$ cat src/rtl/mult_div_unit_if.sv
// Operand/handshake/HI-LO bundle between pipeline control and the multiply/divide unit.
interface mult_div_unit_if #(
  parameter int unsigned WIDTH = 32
);
  logic             start;
  logic [1:0]       op;
  logic [WIDTH-1:0] a_dat;
  logic [WIDTH-1:0] b_dat;
  logic             hi_we;
  logic             lo_we;
  logic [WIDTH-1:0] w_dat;
  logic             busy;
  logic             done;
  logic [WIDTH-1:0] hi;
  logic [WIDTH-1:0] lo;

  modport master (
    output start, op, a_dat, b_dat, hi_we, lo_we, w_dat,
    input  busy, done, hi, lo
  );

  modport slave (
    input  start, op, a_dat, b_dat, hi_we, lo_we, w_dat,
    output busy, done, hi, lo
  );
endinterface

$ cat src/rtl/mult_div_unit.sv
// Iterative MULT/MULTU/DIV/DIVU unit holding architectural HI/LO; one bit per cycle.
// Define MDU_DIV_EN to build the restoring divider; without it DIV/DIVU complete as no-ops.
module mult_div_unit #(
  parameter int unsigned WIDTH = 32,
  parameter int unsigned CNT_W = 5
) (
  input logic            clk,
  input logic            Rst,
  mult_div_unit_if.slave bus
);

  typedef enum logic [1:0] {StIdle, StRun, StFin, StDone} state_e;

  state_e           state_q, state_d;
  logic [CNT_W-1:0] cnt_q, cnt_d;
  logic [WIDTH-1:0] acc_q, acc_d;    // product high half / partial remainder
  logic [WIDTH-1:0] mq_q, mq_d;      // multiplier / dividend shifting into quotient
  logic [WIDTH-1:0] opnd_q, opnd_d;  // |multiplicand| / |divisor|
  logic [WIDTH-1:0] hi_q, hi_d;
  logic [WIDTH-1:0] lo_q, lo_d;
  logic             neg_q, neg_d;

  logic             op_signed, a_neg, b_neg;
  logic [WIDTH-1:0] a_abs, b_abs;
  logic [WIDTH:0]   mul_sum;
  logic [2*WIDTH-1:0] prod, prod_fix;

`ifdef MDU_DIV_EN
  logic             is_div_q, is_div_d;
  logic             neg_rem_q, neg_rem_d;
  logic             dz_q, dz_d;
  logic [WIDTH:0]   div_shift, div_diff;
  logic [WIDTH-1:0] quo_fix, rem_fix;
`endif

  always_comb begin
    op_signed = ~bus.op[0];
    a_neg     = op_signed & bus.a_dat[WIDTH-1];
    b_neg     = op_signed & bus.b_dat[WIDTH-1];
    a_abs     = a_neg ? -bus.a_dat : bus.a_dat;
    b_abs     = b_neg ? -bus.b_dat : bus.b_dat;
    mul_sum   = {1'b0, acc_q} + (mq_q[0] ? {1'b0, opnd_q} : {(WIDTH+1){1'b0}});
    prod      = {acc_q, mq_q};
    prod_fix  = neg_q ? -prod : prod;
`ifdef MDU_DIV_EN
    div_shift = {acc_q, mq_q[WIDTH-1]};
    div_diff  = div_shift - {1'b0, opnd_q};
    // Divide by zero yields all-ones quotient; remainder already equals |A|.
    quo_fix   = dz_q ? {WIDTH{1'b1}} : (neg_q ? -mq_q : mq_q);
    rem_fix   = neg_rem_q ? -acc_q : acc_q;
`endif
  end

  always_comb begin
    state_d   = state_q;
    cnt_d     = cnt_q;
    acc_d     = acc_q;
    mq_d      = mq_q;
    opnd_d    = opnd_q;
    hi_d      = hi_q;
    lo_d      = lo_q;
    neg_d     = neg_q;
`ifdef MDU_DIV_EN
    is_div_d  = is_div_q;
    neg_rem_d = neg_rem_q;
    dz_d      = dz_q;
`endif

    unique case (state_q)
      StIdle, StDone: begin
        if (bus.hi_we) hi_d = bus.w_dat;
        if (bus.lo_we) lo_d = bus.w_dat;
        state_d = StIdle;
        if (bus.start) begin
          cnt_d = '0;
          acc_d = '0;
          neg_d = a_neg ^ b_neg;
`ifdef MDU_DIV_EN
          is_div_d = bus.op[1];
          state_d  = StRun;
          if (bus.op[1]) begin
            opnd_d    = b_abs;
            mq_d      = a_abs;
            neg_rem_d = a_neg;
            dz_d      = (bus.b_dat == '0);
          end else begin
            opnd_d    = a_abs;
            mq_d      = b_abs;
            neg_rem_d = 1'b0;
            dz_d      = 1'b0;
          end
`else
          if (bus.op[1]) begin
            state_d = StDone;
          end else begin
            opnd_d  = a_abs;
            mq_d    = b_abs;
            state_d = StRun;
          end
`endif
        end
      end

      StRun: begin
        cnt_d = cnt_q + 1'b1;
`ifdef MDU_DIV_EN
        if (is_div_q) begin
          if (!div_diff[WIDTH]) begin
            acc_d = div_diff[WIDTH-1:0];
            mq_d  = {mq_q[WIDTH-2:0], 1'b1};
          end else begin
            acc_d = div_shift[WIDTH-1:0];
            mq_d  = {mq_q[WIDTH-2:0], 1'b0};
          end
        end else begin
          acc_d = mul_sum[WIDTH:1];
          mq_d  = {mul_sum[0], mq_q[WIDTH-1:1]};
        end
`else
        acc_d = mul_sum[WIDTH:1];
        mq_d  = {mul_sum[0], mq_q[WIDTH-1:1]};
`endif
        if (cnt_q == CNT_W'(WIDTH - 1)) state_d = StFin;
      end

      StFin: begin
`ifdef MDU_DIV_EN
        if (is_div_q) begin
          hi_d = rem_fix;
          lo_d = quo_fix;
        end else begin
          hi_d = prod_fix[2*WIDTH-1:WIDTH];
          lo_d = prod_fix[WIDTH-1:0];
        end
`else
        hi_d = prod_fix[2*WIDTH-1:WIDTH];
        lo_d = prod_fix[WIDTH-1:0];
`endif
        state_d = StDone;
      end

      default: state_d = StIdle;
    endcase
  end

  always_ff @(posedge clk or posedge Rst) begin
    if (Rst) begin
      state_q   <= StIdle;
      cnt_q     <= '0;
      acc_q     <= '0;
      mq_q      <= '0;
      opnd_q    <= '0;
      hi_q      <= '0;
      lo_q      <= '0;
      neg_q     <= 1'b0;
`ifdef MDU_DIV_EN
      is_div_q  <= 1'b0;
      neg_rem_q <= 1'b0;
      dz_q      <= 1'b0;
`endif
    end else begin
      state_q   <= state_d;
      cnt_q     <= cnt_d;
      acc_q     <= acc_d;
      mq_q      <= mq_d;
      opnd_q    <= opnd_d;
      hi_q      <= hi_d;
      lo_q      <= lo_d;
      neg_q     <= neg_d;
`ifdef MDU_DIV_EN
      is_div_q  <= is_div_d;
      neg_rem_q <= neg_rem_d;
      dz_q      <= dz_d;
`endif
    end
  end

  assign bus.busy = (state_q == StRun) || (state_q == StFin);
  assign bus.done = (state_q == StDone);
  assign bus.hi   = hi_q;
  assign bus.lo   = lo_q;

endmodule

$ cat src/flat_wrapper.sv
// flat-port wrapper written by rule: the top's interface ports become plain ports
module mult_div_unit_flat 
#(
  parameter int unsigned WIDTH = 32,
  parameter int unsigned CNT_W = 5
)
  (clk, Rst, bus_start, bus_op, bus_a_dat, bus_b_dat, bus_hi_we, bus_lo_we, bus_w_dat, bus_busy, bus_done, bus_hi, bus_lo);
  mult_div_unit_if #(.WIDTH(WIDTH)) bus_i ();
  input logic clk;
  input logic Rst;
  input wire logic [$bits(bus_i.start)-1:0] bus_start;
  input wire logic [$bits(bus_i.op)-1:0] bus_op;
  input wire logic [$bits(bus_i.a_dat)-1:0] bus_a_dat;
  input wire logic [$bits(bus_i.b_dat)-1:0] bus_b_dat;
  input wire logic [$bits(bus_i.hi_we)-1:0] bus_hi_we;
  input wire logic [$bits(bus_i.lo_we)-1:0] bus_lo_we;
  input wire logic [$bits(bus_i.w_dat)-1:0] bus_w_dat;
  output wire logic [$bits(bus_i.busy)-1:0] bus_busy;
  output wire logic [$bits(bus_i.done)-1:0] bus_done;
  output wire logic [$bits(bus_i.hi)-1:0] bus_hi;
  output wire logic [$bits(bus_i.lo)-1:0] bus_lo;
  assign bus_i.start = bus_start;
  assign bus_i.op = bus_op;
  assign bus_i.a_dat = bus_a_dat;
  assign bus_i.b_dat = bus_b_dat;
  assign bus_i.hi_we = bus_hi_we;
  assign bus_i.lo_we = bus_lo_we;
  assign bus_i.w_dat = bus_w_dat;
  assign bus_busy = bus_i.busy;
  assign bus_done = bus_i.done;
  assign bus_hi = bus_i.hi;
  assign bus_lo = bus_i.lo;
  mult_div_unit #(.WIDTH(WIDTH), .CNT_W(CNT_W)) u_core (.clk(clk), .Rst(Rst), .bus(bus_i));
endmodule
$ cat config.mk
export PLATFORM = sky130hd
export DESIGN_NAME = mult_div_unit_flat
export DESIGN_NICKNAME = d
export VERILOG_FILES = /design/src/rtl/mult_div_unit_if.sv /design/src/rtl/mult_div_unit.sv /design/src/flat_wrapper.sv
export SDC_FILE = /design/constraint.sdc
export NUM_CORES = 1
export LEC_CHECK = 0
export CAP_MARGIN = 40
export CORE_ASPECT_RATIO = 0.6
export CORE_MARGIN = 2
export CORE_UTILIZATION = 40
export CTS_BUF_LIST = sky130_fd_sc_hd__clkbuf_2 sky130_fd_sc_hd__clkbuf_4 sky130_fd_sc_hd__clkbuf_8
export DETAILED_ROUTE_END_ITERATION = 7
export GPL_ROUTABILITY_DRIVEN = 0
export PLACE_DENSITY_LB_ADDON = 0.15
export SETUP_SLACK_MARGIN = 0.4
export SYNTH_ARGS = -nofsm -noshare
export SYNTH_HDL_FRONTEND = slang
export SYNTH_SLANG_ARGS = --single-unit
$ cat constraint.sdc
create_clock -name clk -period 15.3 [get_ports clk]
set_clock_uncertainty 0.05 [all_clocks]
set_input_delay 1.53 -clock clk [delete_from_list [all_inputs] [get_ports clk]]
set_output_delay 1.53 -clock clk [all_outputs]
set_load 0.05 [all_outputs]
After elaboration in Yosys (flattened, before gate mapping)
Index checks and enable logic that the tools add are counted.
Widths: inputs -> output; s select.
{"block": "word_totals", "regBits": 168, "inputBits": 103, "out_inout_bits": 66, "elab_cells": 57}
{"block": "classes", "add_sub_neg": 5, "eq_ne": 9, "muxes": 19, "bitwise": 5, "n_reduce_logical": 11}
{"cell": "$mux 32", "count": 8}
{"cell": "$pmux 32 s2", "count": 4}
{"cell": "$mux 64", "count": 1}
{"cell": "$neg 32->32", "count": 2}
{"cell": "$neg 64->64", "count": 1}
{"cell": "$add 32x33->33", "count": 1}
{"cell": "$pmux 5 s2", "count": 1}
{"cell": "$ne 2x2->1 const B", "count": 4}
{"cell": "$reduce_and 2->1", "count": 4}
{"cell": "$mux 2", "count": 3}
{"cell": "$pmux 2 s3", "count": 1}
{"cell": "$reduce_and 3->1", "count": 2}
{"cell": "$add 5x1->5 const B", "count": 1}
{"cell": "$eq 5x5->1 const B", "count": 1}
{"cell": "$mux 5", "count": 1}
{"cell": "$eq 2x2->1 const B", "count": 2}
{"cell": "$reduce_bool 2->1", "count": 2}
{"cell": "$and 1x1->1", "count": 2}
{"cell": "$eq 2x1->1 const B", "count": 1}
{"cell": "$logic_not 2->1", "count": 1}
{"cell": "$ne 2x1->1 const B", "count": 1}
{"cell": "$not 1->1", "count": 2}
{"cell": "$reduce_or 2->1", "count": 1}
{"cell": "$logic_or 1x1->1", "count": 1}
{"cell": "$xor 1x1->1", "count": 1}

Depth between registers and ports, before layout
{"block": "depth", "depth_word": 6, "depth_mapped": 14, "depth_no_buf": 12}

Least setup slack after synthesis
OpenSTA, ideal clock, no wires.
{"block": "synth_timing", "kind": "input-to-reg", "startpoint": "in bus_b_dat[10]", "endpoint": "reg u_core.mq_q[28]", "setup_ns": 0.143, "t_arrival_ns": 3.380, "t_required_ns": 15.107, "path_slack_ns": 11.728, "path_stages": 8, "path_buffers": 0, "cell_sequence": "or4_1 nor4b_1 nand4b_1 nor2_1 inv_1 o21ai_0 xor2_1 a21oi_1"}
{"block": "synth_between", "elab_chain_cells": 5}
{"item": "start: declaration", "line_no": "flat_wrapper.sv:14", "source": "input wire logic [$bits(bus_i.b_dat)-1:0] bus_b_dat;"}
{"item": "$neg 32->32", "line_no": "mult_div_unit.sv:41", "source": "b_abs = b_neg ? -bus.b_dat : bus.b_dat;"}
{"item": "$mux 32", "line_no": "mult_div_unit.sv:41"}
{"item": "$mux 32", "line_no": "mult_div_unit.sv:93", "source": "if (bus.op[1]) begin"}
{"item": "$mux 32", "line_no": "mult_div_unit.sv:74", "source": "if (bus.start) begin"}
{"item": "$pmux 32 s2", "line_no": "mult_div_unit.sv:69", "source": "unique case (state_q)"}
{"item": "end signal: assignment", "line_no": "mult_div_unit.sv:165", "source": "mq_q <= mq_d;"}
{"item": "end: declaration", "line_no": "mult_div_unit.sv:17", "source": "logic [WIDTH-1:0] mq_q, mq_d;"}
Every way passes these cells. The select of a mux whose other input is x is not followed.
A chain may end at the register's enable or synchronous reset.

Worst setup path in the final report
{"block": "layout_timing", "startpoint": "reg u_core.state_q[0]", "endpoint": "out bus_busy"}
{"block": "layout_between", "elab_chain_cells": 2, "word_cells_on_any_way": 3, "cone_classes": "eq/ne (2); reduce/logical (1)"}
{"item": "start: declaration", "line_no": "mult_div_unit.sv:14", "source": "state_e state_q, state_d;"}
{"item": "start signal: assignment", "line_no": "mult_div_unit.sv:148", "source": "state_q <= StIdle;"}
{"item": "start signal: assignment", "line_no": "mult_div_unit.sv:162", "source": "state_q <= state_d;"}
{"item": "$eq 2x1->1 or $eq 2x2->1 (tied branches)", "line_no": "mult_div_unit.sv:178", "source": "assign bus.busy = (state_q == StRun) || (state_q == StFin);"}
{"item": "$logic_or 1x1->1 (*)", "line_no": "mult_div_unit.sv:178"}
{"item": "end: declaration", "line_no": "flat_wrapper.sv:18", "source": "output wire logic [$bits(bus_i.busy)-1:0] bus_busy;"}
Every way passes the cells marked *; elsewhere a longest branch is shown, timed or not.

==> impl_metrics.csv <==
group,metric,value,unit
finish,antenna_cells,0,
sta,hold_viol,0,
finish,final_common_cell,"clkdlybuf4s50_1",
finish,design_area,13700,um2
synth,yosys_register_bits,168,
synth,synth_seq_area_share,0.370,
worst_setup_path,crit_type,"reg2out",
worst_setup_path,path_common_cell,"inv_1",
sta,max_freq,243,MHz
clock_tree,root_buffer,"clkbuf_8",
grt,grt_antenna_before_repair,0,
sta,tns,0,ps
power,power,3.06,mW
clock_tree,numCtsBuffers,17,
finish,syn_to_final_growth,21.1,%
floorplan,pin_count,169,
power,leakage,5.89,nW
grt,grt_max_degree,86,
synth,yosysWarnings,0,
worst_setup_path,cp.arrival,2540,ps
synth,synth.avg_cell_area,8.43,um2
synth,synth_edf_count,0,
clock_tree,clk_latency,500,ps
sta,report.final.slew_viol_count,0,
synth,synth_cell_types,58,
finish,final_cell_mix,"clkdlybuf4s50_1, dfrtp_1, o21ai_0, nand2_1, a21oi_1",
power,power.internal,1.44,mW
worst_setup_path,cp.depth,4,
route,wl,37.3,mm
min_path,whs_path_depth,2,
route,avgViaCountPerCell,5.67,
worst_setup_path,r2r_cells,10,
worst_setup_path,cp.buffers_inverters,3,
place,hpwlAfterDp,29.6,mm
grt,grt_usage,0.251,
power,power_density,223,nW/um2
grt,grt_pass1_wl,56.9,mm
clock_tree,postCtsSetupBuffers,0,
floorplan,initial_utilization,0.409,
route,drtIter0Drc,1229,
place,io_buffers,168,
route,first_pass_iters,8,
worst_setup_path,critPathMaxStageDelay,890,ps
run_status,status,"finished, violations left",
sta,holdWs,430,ps
flow_run,drv_cap,0,
floorplan,dieWidth,221,um
clock_tree,ctsHoldBuffers,0,
floorplan,die_h,134,um
clock_tree,clk_pin_slew,90,ps
clock_tree,clock-sinks,168,
finish,stdcell_count,1851,
finish,layout.nets,1615,
power,power_frac_clock,0.107,
worst_setup_path,startpoint_type,"flop",
floorplan,core,27800,um2
sta,worst_pin_slew,866,ps
worst_setup_path,crit_slowest_cell,"clkdlybuf4s50_1",
synth,synthFlopType,"dfrtp_1",
sta,setup_viol,0,
synth,synth_nets,1490,
clock_tree,cts.path.max_buffers,2,
sta,relSlewSlack,0.417,
floorplan,die_area,29800,um2
worst_setup_path,worstPathRequired,13720,ps
clock_tree,h-tree-depth,4,
route,post_drt_wl_per_cell,20.2,um
power,sequentialPowerShare,0.294,
worst_setup_path,critPathTopFamily,"buffers and inverters",
route,route.detailed.drc,13,
power,p_switching,1.62,mW
place,place_area,13400,um2
clock_tree,cts_tree,"yes",
place,place_inst,1819,
power,power_frac_comb,0.599,
sta,rsz0062_at_grt,"false",
worst_setup_path,cp_max_fo,11,
power,peakVddDrop,0.116,mV
route,vias,10486,
synth,synthCells,1346,
clock_tree,cts.repair.resized,0,
power,sw_frac_of_total,0.528,
synth,synth_area,11300,um2
run_status,violations,"design-rule violations",
route,drtAntennaViolNets,0,
worst_setup_path,endpoint_kind,"output port",
sta,finalCritPeriodShare,0.269,
sta,period_needed,4120,ps
min_path,hold_class,"reg2reg",
worst_setup_path,path_cells,"inv_1 -> ha_2 -> inv_1 -> clkdlybuf4s50_1",
synth,async_flop_share,1.00,
grt,grt_pass1_vias,9297,
finish,layout-drive-gt1-share,0.0472,
floorplan,fp-row-count,47,
grt,grt_overflow_total,0,
-- power by group through the flow --
stage	combinational [mW]	sequential, mW	clock, mW
final	1.83	0.899	0.328
after global routing	2.00	0.924	0.353
after CTS	1.82	0.892	0.335
after detailed placement	1.82	0.901	0
after global placement	1.78	0.904	0
after floorplan	1.01	1.09	0
-- per-layer routing --
layer  wire length [um]  track usage
met1              20400        0.425
met2              13800        0.314
met3               2760       0.0470
met4                366       0.0533
met5                  0            0
-- flip-flops by register name (all words and copies together) (netlist names) --
name,flops
u_core.bus.lo,32
u_core.bus.hi,32
u_core.cnt_q,5
u_core.state_q,2
u_core.neg_q,1
u_core.mq_q,32
u_core.opnd_q,32
u_core.acc_q,32
-- path summary, 6_finish.rpt --
| path | start | endpoint | slack [ps] |
|---|---|---|---|
| worst min register to register | u_core.opnd_q[13] | u_core.opnd_q[13] | 430 |
| worst max-delay path | u_core.state_q[0] | bus_busy | 11180 |
| max in group asynchronous | Rst | u_core.neg_q | 12480 |
| worst min-delay path | u_core.opnd_q[13] | u_core.opnd_q[13] | 430 |
| min in group asynchronous | Rst | u_core.bus.lo[14] | 1450 |
| worst max register to register | u_core.mq_q[1] | u_core.bus.hi[22] | 11400 |
-- final cells by class --
class / count / area, um2
Timing Repair Buffer: 182 / 1810
Clock inverter: 13 / 136
Clock buffer: 19 / 255
Sequential cell: 168 / 4210
Fill cell: 2660 / 14000
Inverter: 27 / 106
Multi-Input combinational cell: 1075 / 6770
Tap cell: 367 / 459
-- logic make-up (layout without fill, tap and decap cells) --
family                     count (synthesis)  count (layout)  synth area share
muxes                                      6               6           0.00529
AOI/OAI and AO/OA                        446             446             0.243
DFF                                      168             168             0.370
xor gates and xnor gates                 143             143             0.110
buffers and inverters                    103             241            0.0354
and+or+nand+nor                          439             439             0.189
adders and majority gates                 41              41            0.0459
-- cells in the mapped netlist (13+ instances only) --
| cell type | count | area share |
|---|---|---|
| dfrtp_1 | 168 | 0.37 |
| o21ai_0 | 167 | 0.074 |
| nand2_1 | 164 | 0.054 |
| a21oi_1 | 94 | 0.041 |
| xor2_1 | 89 | 0.069 |
| nor2_1 | 87 | 0.029 |
| clkbuf_1 | 71 | 0.023 |
| a21o_1 | 54 | 0.036 |
| xnor2_1 | 54 | 0.042 |
| a211oi_1 | 41 | 0.027 |
| ha_1 | 40 | 0.044 |
| and2_1 | 35 | 0.019 |
| o31ai_1 | 30 | 0.020 |
| inv_1 | 27 | 0.0089 |
| nand3_1 | 20 | 0.0088 |
| o41ai_1 | 17 | 0.013 |
| or4_1 | 17 | 0.011 |
| nor3_1 | 16 | 0.0071 |
| or3_1 | 16 | 0.0088 |
| nand2b_1 | 14 | 0.0077 |
| and3_1 | 13 | 0.0072 |
-- through the flow --
stage | util | worst slack (ps)
2_1_floorplan | - | 9170
3_3_place_gp | 0.479 | 10880
3_5_place_dp | 0.481 | 10830
4_1_cts | 0.495 | 11170
5_1_grt | 0.495 | 10910
6_report | 0.495 | 11180
-- worst reg2reg max path, stage by stage, from the launching register on --
cell      delay [ps]
dfrtp_1          470
inv_1             90
ha_1             150
or3b_2           500
or2_2            380
nor4_1           680
nand3_1          360
o41ai_1          480
xor2_1           320
a211oi_1         130
a21o_1           190
No activity file was read; power rests on OpenSTA's default activity.
